### config.mk
export PLATFORM = sky130hd
export DESIGN_NAME = audio_pwm_mc
export DESIGN_NICKNAME = d
export VERILOG_FILES = /design/src/rtl/audio_pkg.sv /design/src/rtl/audio_mod_chan.sv /design/src/rtl/audio_pwm_mc.sv
export SDC_FILE = /design/constraint.sdc
export NUM_CORES = 1
export LEC_CHECK = 0
export ABC_AREA = 1
export CORE_UTILIZATION = 51
export CTS_CLUSTER_DIAMETER = 50
export DETAILED_ROUTE_END_ITERATION = 8
export PLACE_DENSITY = 0.71
export SYNTH_ARGS = -nofsm -noshare
export SYNTH_HDL_FRONTEND = slang
export SYNTH_SLANG_ARGS = --single-unit
### constraint.sdc
create_clock -name clk -period 4.41 [get_ports clk]
set_input_delay 0.6615 -clock clk [delete_from_list [all_inputs] [get_ports clk]]
set_output_delay 0.6615 -clock clk [all_outputs]
set_load 0.005 [all_outputs]
### src/rtl/audio_pkg.sv
// Shared definitions for the multi-channel audio DAC front end:
// output mode encodings, clamp floor and the midscale reset level.
package audio_pkg;

    typedef enum logic {
        MODE_PWM = 1'b0,
        MODE_DS  = 1'b1
    } mode_e;

    localparam int CLAMP_MIN = 1;

    // Midscale sample for a given width; used as the post-reset active level.
    function automatic int unsigned midscale(input int unsigned width);
        return 32'd1 << (width - 1);
    endfunction

endpackage

### src/rtl/audio_mod_chan.sv
// One audio channel: clamps the latched sample, then drives either an
// edge-aligned PWM compare or a first-order delta-sigma modulator.
module audio_mod_chan
    import audio_pkg::*;
#(
    parameter int WIDTH = 8
) (
    input  logic             clk,
    input  logic             rst_n,
    input  logic [WIDTH-1:0] counter_i,
    input  logic             latch_i,
    input  logic             load_i,
    input  mode_e            mode_i,
    input  logic [WIDTH-1:0] sample_i,
    input  logic             enable_i,
    output logic             aud_o
);

    logic [WIDTH-1:0] v_q, v_d;
    mode_e            mode_q, mode_d;
    logic [WIDTH-1:0] acc_q;
    logic [WIDTH:0]   acc_sum;
    logic [WIDTH:0]   acc_base;
    logic [WIDTH-1:0] acc_d;
    logic             aud_q, aud_d;
    logic [WIDTH-1:0] clamped;

    // NOTE: every signal assigned in always_comb gets a default first, so no path can infer a latch.
    always_comb begin
        clamped  = (sample_i < WIDTH'(CLAMP_MIN)) ? WIDTH'(CLAMP_MIN) : sample_i;
        v_d      = v_q;
        mode_d   = mode_q;
        if (latch_i) begin
            mode_d = mode_i;
            if (load_i) v_d = clamped;
        end
        // The new frame's level and mode already apply on the latch cycle itself.
        acc_base = (latch_i && (mode_d != mode_q)) ? '0 : {1'b0, acc_q};
        acc_sum  = acc_base + {1'b0, v_d};
        acc_d    = '0;
        aud_d    = 1'b0;
        if (enable_i) begin
            if (mode_d == MODE_DS) begin
                acc_d = acc_sum[WIDTH-1:0];
                aud_d = acc_sum[WIDTH];
            end else begin
                aud_d = (counter_i < v_d);
            end
        end
    end

    // NOTE: sequential state is updated only with non-blocking assignments.
    always_ff @(posedge clk or negedge rst_n) begin
        if (!rst_n) begin
            v_q    <= WIDTH'(midscale(WIDTH));
            mode_q <= MODE_PWM;
            acc_q  <= '0;
            aud_q  <= 1'b0;
        end else begin
            v_q    <= v_d;
            mode_q <= mode_d;
            acc_q  <= acc_d;
            aud_q  <= aud_d;
        end
    end

    assign aud_o = aud_q;

endmodule

### src/rtl/audio_pwm_mc.sv
// Multi-channel audio DAC front end: frame counter, one-frame holding
// buffer with valid/ready intake, underrun flag and per-channel modulators.
module audio_pwm_mc
    import audio_pkg::*;
#(
    parameter int CHANNELS = 2,
    parameter int WIDTH    = 8
) (
    input  logic                      clk,
    input  logic                      rst_n,
    input  logic                      enable,
    input  logic                      mode,
    input  logic [CHANNELS*WIDTH-1:0] sample_in,
    input  logic                      sample_valid,
    output logic                      sample_ready,
    output logic                      frame_start,
    output logic                      underrun,
    input  logic                      underrun_clr,
    output logic [CHANNELS-1:0]       aud_out,
    output logic                      aud_sd
);

    logic [WIDTH-1:0]          cnt_q, cnt_d;
    logic                      buf_full_q, buf_full_d;
    logic [CHANNELS*WIDTH-1:0] buf_q;
    logic                      underrun_q, underrun_d;
    logic                      frame_start_q;
    logic                      aud_sd_q;
    logic                      latch;
    logic                      xfer;
    logic                      load;

    assign latch = enable && (cnt_q == '0);
    assign xfer  = sample_valid && !buf_full_q;
    assign load  = latch && buf_full_q;

    always_comb begin
        cnt_d      = enable ? cnt_q + 1'b1 : '0;
        // A full buffer never accepts a transfer, so set and clear cannot collide.
        buf_full_d = xfer ? 1'b1 : (load ? 1'b0 : buf_full_q);
        underrun_d = underrun_q;
        if (latch && !buf_full_q) underrun_d = 1'b1;
        else if (underrun_clr)    underrun_d = 1'b0;
    end

    always_ff @(posedge clk or negedge rst_n) begin
        if (!rst_n) begin
            cnt_q         <= '0;
            buf_full_q    <= 1'b0;
            underrun_q    <= 1'b0;
            frame_start_q <= 1'b0;
            aud_sd_q      <= 1'b0;
        end else begin
            cnt_q         <= cnt_d;
            buf_full_q    <= buf_full_d;
            underrun_q    <= underrun_d;
            frame_start_q <= latch;
            aud_sd_q      <= enable;
        end
    end

    // NOTE: the buffer payload needs no reset; it is only read while buf_full_q is set.
    always_ff @(posedge clk) begin
        if (xfer) buf_q <= sample_in;
    end

    for (genvar c = 0; c < CHANNELS; c++) begin : g_chan
        audio_mod_chan #(.WIDTH(WIDTH)) u_chan (
            .clk       (clk),
            .rst_n     (rst_n),
            .counter_i (cnt_q),
            .latch_i   (latch),
            .load_i    (load),
            .mode_i    (mode_e'(mode)),
            .sample_i  (buf_q[c*WIDTH +: WIDTH]),
            .enable_i  (enable),
            .aud_o     (aud_out[c])
        );
    end

    assign sample_ready = !buf_full_q;
    assign frame_start  = frame_start_q;
    assign underrun     = underrun_q;
    assign aud_sd       = aud_sd_q;

endmodule

==> results.cfg, run 1 <==
[clock_network]
cts.sink_count = 64
cts_tree = done
hold_buffers = 0
cts_buffer_depth = 2
cts_resized = 0
cts_htree_levels = 3
cts_root_buf = clkbuf_8
cts.clk_slew.worst_paths_ps = 70
postCtsSetupRepairBufs = 0
cts_buffers = 9
clock_latency_ps = 350

[timing]
max_freq_ghz = 0.293
post-route-period-util_pct = 77.4
hold_viol_final = 0
worstMarginPinSlew_ps = 1240
rsz0062_at_grt = no
clock_skew_ps = 10.3
whs_ps = 485
fin_crit_ps = 3420
setup-tns-final_ps = 0
drv_slew = 0
relSlewSlack_pct = 17.0
setup_viol = 0

[layout]
area_delta_synth_final_pct = 15.7
drive_above_1_share_pct = 11.0
final_cell_mix = nand2_1 (114), inv_1 (83), nor2_1 (50)
insertedDiodeCount = 0
nNetsFinal = 547
final_common_cell = nand2_1

[worst_setup_path]
crit_end = g_chan[1].u_chan.aud_o
critPathKind = in2reg
cp.arrival_ps = 3690
rr_worst_depth = 13
r2r-end = g_chan[1].u_chan.aud_o
reg2reg_from = cnt_q[0]
reg2reg_slack_ps = 1210
end_kind = register
crit_start = enable
critPathLaunchType = input port
cp_data_required_time_ps = 4680
path_max_fanout = 24

[grt]
grt.overflow.total = 0
grt_pass1_vias = 2837
grt_usage_pct = 23.3
grt_pass1_wl_um = 13300
antenna_found_initial = 0
grt_max_degree = 49

[synthesis]
yosysTopAreaCellShare_pct = 30.6
syn_avg_cell_area_sq_um = 8.10
seq_area_frac_synth_pct = 44.8
synth_area_leader_cell = dfrtp_1
syn_area_sq_mm = 0.00376
synth.distinct_cells = 35
ys_top_cells_by_area = dfrtp_1 (31%), edfxtp_1 (13%), nand2_1 (11%)
syn_nets = 514
synthCells = 464
synth-seq-cells = 64
yosys_warnings = 0

[job]
max_cap_viol_count = 0

[hold_path]
hold_path.class = reg2reg

[power_and_ir_drop]
leakage_nw = 2.30
p_per_area_mw_per_mm2 = 498
ir_drop_uv = 299

[die]
core_area_sq_mm = 0.00694
start_util_pct = 54.1
die_y_um = 87.8
io-pin-count = 28
core.rowCount = 30
die_w_um = 87.8
dieArea_sq_mm = 0.00772

[route]
wl_per_cell_um = 13.2
firstDrtPassIters = 7
num_vias = 3000
dr.first_iter.drc_count = 146
drc = 1
finalWirelength_um = 7890
antenna_left = 0
via_per_inst = 5.02

[outcome]
status = complete, but fails checks
violations = DRC

[place]
io_buffers = 27
routabilityCongestion = 0.929
dp_hpwl_um = 5970
registers in the layout (all words and copies together), names as in the netlist:
register,flops
aud_sd,1
underrun,1
g_chan.u_chan.mode_q,2
g_chan.u_chan.v_q,16
buf_q,16
cnt_q,8
frame_start,1
g_chan.u_chan.aud_o,2
buf_full_q,1
g_chan.u_chan.acc_q,16
worst min-delay path by stage:
stage,startpoint,depth (start not counted),slack [ps],endpoint
2_1_floorplan,rst_n,0,370,aud_sd
4_1_cts,cnt_q[0],1,480,cnt_q[0]
6_report,cnt_q[0],1,490,cnt_q[0]
5_1_grt,cnt_q[0],1,510,cnt_q[0]
3_3_place_gp,cnt_q[0],1,460,cnt_q[0]
3_5_place_dp,cnt_q[0],1,460,cnt_q[0]
critical path, cell delays in order:
cell	delay [ps]
clkdlybuf4s50_1	630
nand2_2	140
nor2_8	220
nand3_4	280
o21ai_0	530
inv_1	90
ha_1	290
inv_1	90
nor2_1	50
a2111oi_0	410
nand2_1	130
a21oi_1	140
logic make-up (layout without fill, tap and decap cells):
| logic type | Yosys count | count (layout) | synth area share, % |
|---|---|---|---|
| adders and majority gates | 28 | 28 | 9.32 |
| AOI/OAI and AO/OA | 48 | 48 | 7.19 |
| buffers and inverters | 91 | 129 | 9.35 |
| DFF | 64 | 64 | 44.8 |
| xor gates and xnor gates | 3 | 3 | 0.699 |
| and+or+nand+nor | 230 | 230 | 28.6 |
through the flow:
step	std cells	worst slack, ps	cell area, sq um	total power (W)	util, %
2_1_floorplan	464	1710	3760	0.00139	-
3_3_place_gp	582	687	4120	0.00158	59.3
3_5_place_dp	582	636	4120	0.00159	59.3
4_1_cts	598	979	4350	0.00217	62.6
5_1_grt	598	782	4350	0.00232	62.6
6_report	598	995	4350	0.00217	62.6
report_power, final:
group	internal, W	switching, W
Combinational	0.000295	0.000510
Clock	0.000335	0.000247
Sequential	0.000733	0.0000450
synthesized netlist by cell type (all sizes together):
cell and n:
xnor2 1, or2 3, and2 1, a21oi 23, o21bai 1, dfstp 2, a211oi 1, o21a 1
buf 4, a21o 2, xor2 2, nor3b 1, nor3 9, nand4 6, o22ai 1, edfxtp 16
inv 85, o21ai 17, ha 28, nand2 132, clkbuf 2, nand3 26, a2111oi 1, nor2 52
a31oi 1, dfrtp 46
layout make-up:
class	instances	area, sq um
Sequential cell	64	1680
Multi-Input combinational cell	309	1720
Clock inverter	6	92.6
Fill cell	600	2590
Timing Repair Buffer	28	273
Clock buffer	10	138
Tap cell	96	120
Inverter	85	319
per-layer routing:
layer | wire length [um] | GRT usage [%]
met1 | 3710 | 30.8
met2 | 3710 | 37.0
met3 | 332 | 4.43
met4 | 142 | 10.9
met5 | 0 | 0
Power figures use the tool's default switching activity.
==> run 2: changes to the inputs <==
--- a/config.mk
+++ b/config.mk
@@ -9,7 +9,7 @@
 export CORE_UTILIZATION = 51
 export CTS_CLUSTER_DIAMETER = 50
 export DETAILED_ROUTE_END_ITERATION = 8
-export PLACE_DENSITY = 0.71
+export PLACE_DENSITY = 0.74
 export SYNTH_ARGS = -nofsm -noshare
 export SYNTH_HDL_FRONTEND = slang
 export SYNTH_SLANG_ARGS = --single-unit
==> constraint.sdc (replaced) <==
create_clock -name clk -period 3.1 [get_ports clk]
set_input_delay 0.465 -clock clk [delete_from_list [all_inputs] [get_ports clk]]
set_output_delay 0.465 -clock clk [all_outputs]
set_load 0.005 [all_outputs]
==> run 2 against run 1 <==
Compared with the run above: the run ends with hold timing left; die area unchanged; sequential share of layout area is 0.79 points lower; routed wire length is 4.7% higher; clock power is 56% higher; flip-flop and latch count did not move; total power increased by 48%; sequential power increased by 43%; worst hold slack got worse by 490 ps; global-route usage increased by 1.1 points; critical path type is now reg2reg.
==> results.cfg, run 2 (synthesized netlist as in run 1, its figures left out) <==
[outcome]
status = complete, but fails checks
violations = hold timing

[die]
io-pin-count = 28
core.rowCount = 30
core_area_sq_mm = 0.00694
die_w_um = 87.8
start_util_pct = 54.1
dieArea_sq_mm = 0.00772
die_y_um = 87.8

[place]
placed_cell_area_sq_mm = 0.00419
io_buffers = 27
pre_cts_ws_ps = 119
dp.cells = 591
dp_hpwl_um = 6280
routabilityCongestion = 0.972

[route]
drc = 0
finalWirelength_um = 8260
wl_per_cell_um = 13.6
antenna_left = 0
firstDrtPassIters = 6
via_per_inst = 5.03
dr.first_iter.drc_count = 152
num_vias = 3055

[power_and_ir_drop]
leakage_nw = 2.36
ir_drop_uv = 469
p_per_area_mw_per_mm2 = 724
power_w = 0.00322

[timing]
post-route-period-util_pct = 89.9
setup-tns-final_ps = 0
setup_viol = 0
relSlewSlack_pct = 54.3
drv_slew = 0
clock_skew_ps = 9.59
fin_ws_ps = 315
fin_crit_ps = 2790
max_freq_ghz = 0.359
whs_ps = -1.94
hold_viol_final = 4
worstMarginPinSlew_ps = 683
rsz0062_at_grt = no

[worst_setup_path]
end_kind = register
critPathLaunchType = register
cp.arrival_ps = 3030
cp_data_required_time_ps = 3350
path_max_fanout = 14
critPathKind = reg2reg

[layout]
final_area_sq_mm = 0.00444
regArea_sq_mm = 0.00168
insertedDiodeCount = 0
top_regs = buf_q: 16 flops, g_chan.u_chan.acc_q: 16 flops, g_chan.u_chan.v_q: 16 flops
multi_input_area_sq_mm = 0.00172
final_cells = 607
area_delta_synth_final_pct = 18.1
drive_above_1_share_pct = 12.5
final_common_cell = nand2_1
nNetsFinal = 556
fillers = 592
final_cell_mix = nand2_1 (114), inv_1 (83), nor2_1 (50)

[job]
max_cap_viol_count = 0

[clock_network]
cts_htree_levels = 3
cts.sink_count = 64
cts_tree = done
cts.clk_slew.worst_paths_ps = 80
cts_buffer_depth = 2
clock_latency_ps = 360
hold_buffers = 0
cts_buffers = 9
cts_root_buf = clkbuf_8

[grt]
grt.overflow.total = 0
grt_pass1_vias = 3034
grt_pass1_wl_um = 13900
grt_usage_pct = 24.4
antenna_found_initial = 0
grt_max_degree = 35

[hold_path]
hold_path.class = in2async
-- run 2: final cells by class --
class                           count  area share, %
Multi-Input combinational cell    309           38.8
Tap cell                           96           2.71
Clock buffer                       10           3.10
Timing Repair Buffer               37           7.67
Inverter                           85           7.19
Clock inverter                      6           2.59
Sequential cell                    64           37.9
-- run 2: per-layer routing --
| metal | GRT usage (%) | routed length, um | up-vias |
|---|---|---|---|
| met3 | 5.37 | 381 | 24 |
| met4 | 10.7 | 244 | 0 |
| met2 | 41.2 | 4060 | 74 |
| met5 | 0 | 0 | - |
| li1 | - | - | 1549 |
| met1 | 30.0 | 3580 | 1408 |
-- run 2: through the flow --
step	hold slack (ps)	utilization, %
floorplan	169	-
global placement	394	60.3
detailed placement	395	60.3
CTS	2.28	63.9
global route	19.4	63.9
finish	-1.94	63.9
-- run 2: final timing paths --
check                           startpoint                   endpoint  slack, ps  depth (start not counted)
worst max-delay path              cnt_q[1]     g_chan[0].u_chan.aud_o        310                         15
worst min-delay path                 rst_n  g_chan[0].u_chan.acc_q[7]         -2                          1
worst max register to register    cnt_q[1]     g_chan[0].u_chan.aud_o        310                         15
worst min register to register    cnt_q[0]                   cnt_q[0]        480                          1
max in group asynchronous            rst_n    g_chan[1].u_chan.v_q[7]       2300                          2
min in group clk                  cnt_q[0]                   cnt_q[0]        480                          1
-- run 2: critical path, stage by stage, from the launching register on --
cell	delay, ps
dfrtp_1	410
inv_1	150
ha_1	170
nand2_1	130
nor2_8	150
nand3_4	150
buf_4	250
nand2_1	60
o21ai_0	140
ha_1	400
a21oi_1	200
nor2_1	50
o21ai_0	160
nand2_1	80
a21oi_1	110
a21oi_1	50
-- run 2: what timing repair did --
action                                 in CTS  in global routing
setup endpoints to repair                   0                  1
gates resized for setup                     0                  1
buffers inserted                            0                  0
endpoints found under the hold margin       0                  0
-- run 2: report_power, final --
part	switching [W]	internal [W]	leakage [nW]	total [W]
Combinational	0.000751	0.000447	1.48	0.00120
Clock	0.000348	0.000560	0.123	0.000908
Sequential	0.0000669	0.00104	0.759	0.00111
Total	0.00117	0.00205	2.36	0.00322
==> run 3: changes to the inputs <==
--- a/config.mk
+++ b/config.mk
@@ -10,6 +10,7 @@
 export CTS_CLUSTER_DIAMETER = 50
 export DETAILED_ROUTE_END_ITERATION = 8
 export PLACE_DENSITY = 0.74
+export SKIP_CTS_REPAIR_TIMING = 1
 export SYNTH_ARGS = -nofsm -noshare
 export SYNTH_HDL_FRONTEND = slang
 export SYNTH_SLANG_ARGS = --single-unit
==> results of run 3 <==
The final DEF is identical to that of run 2; final timing and power are the same.
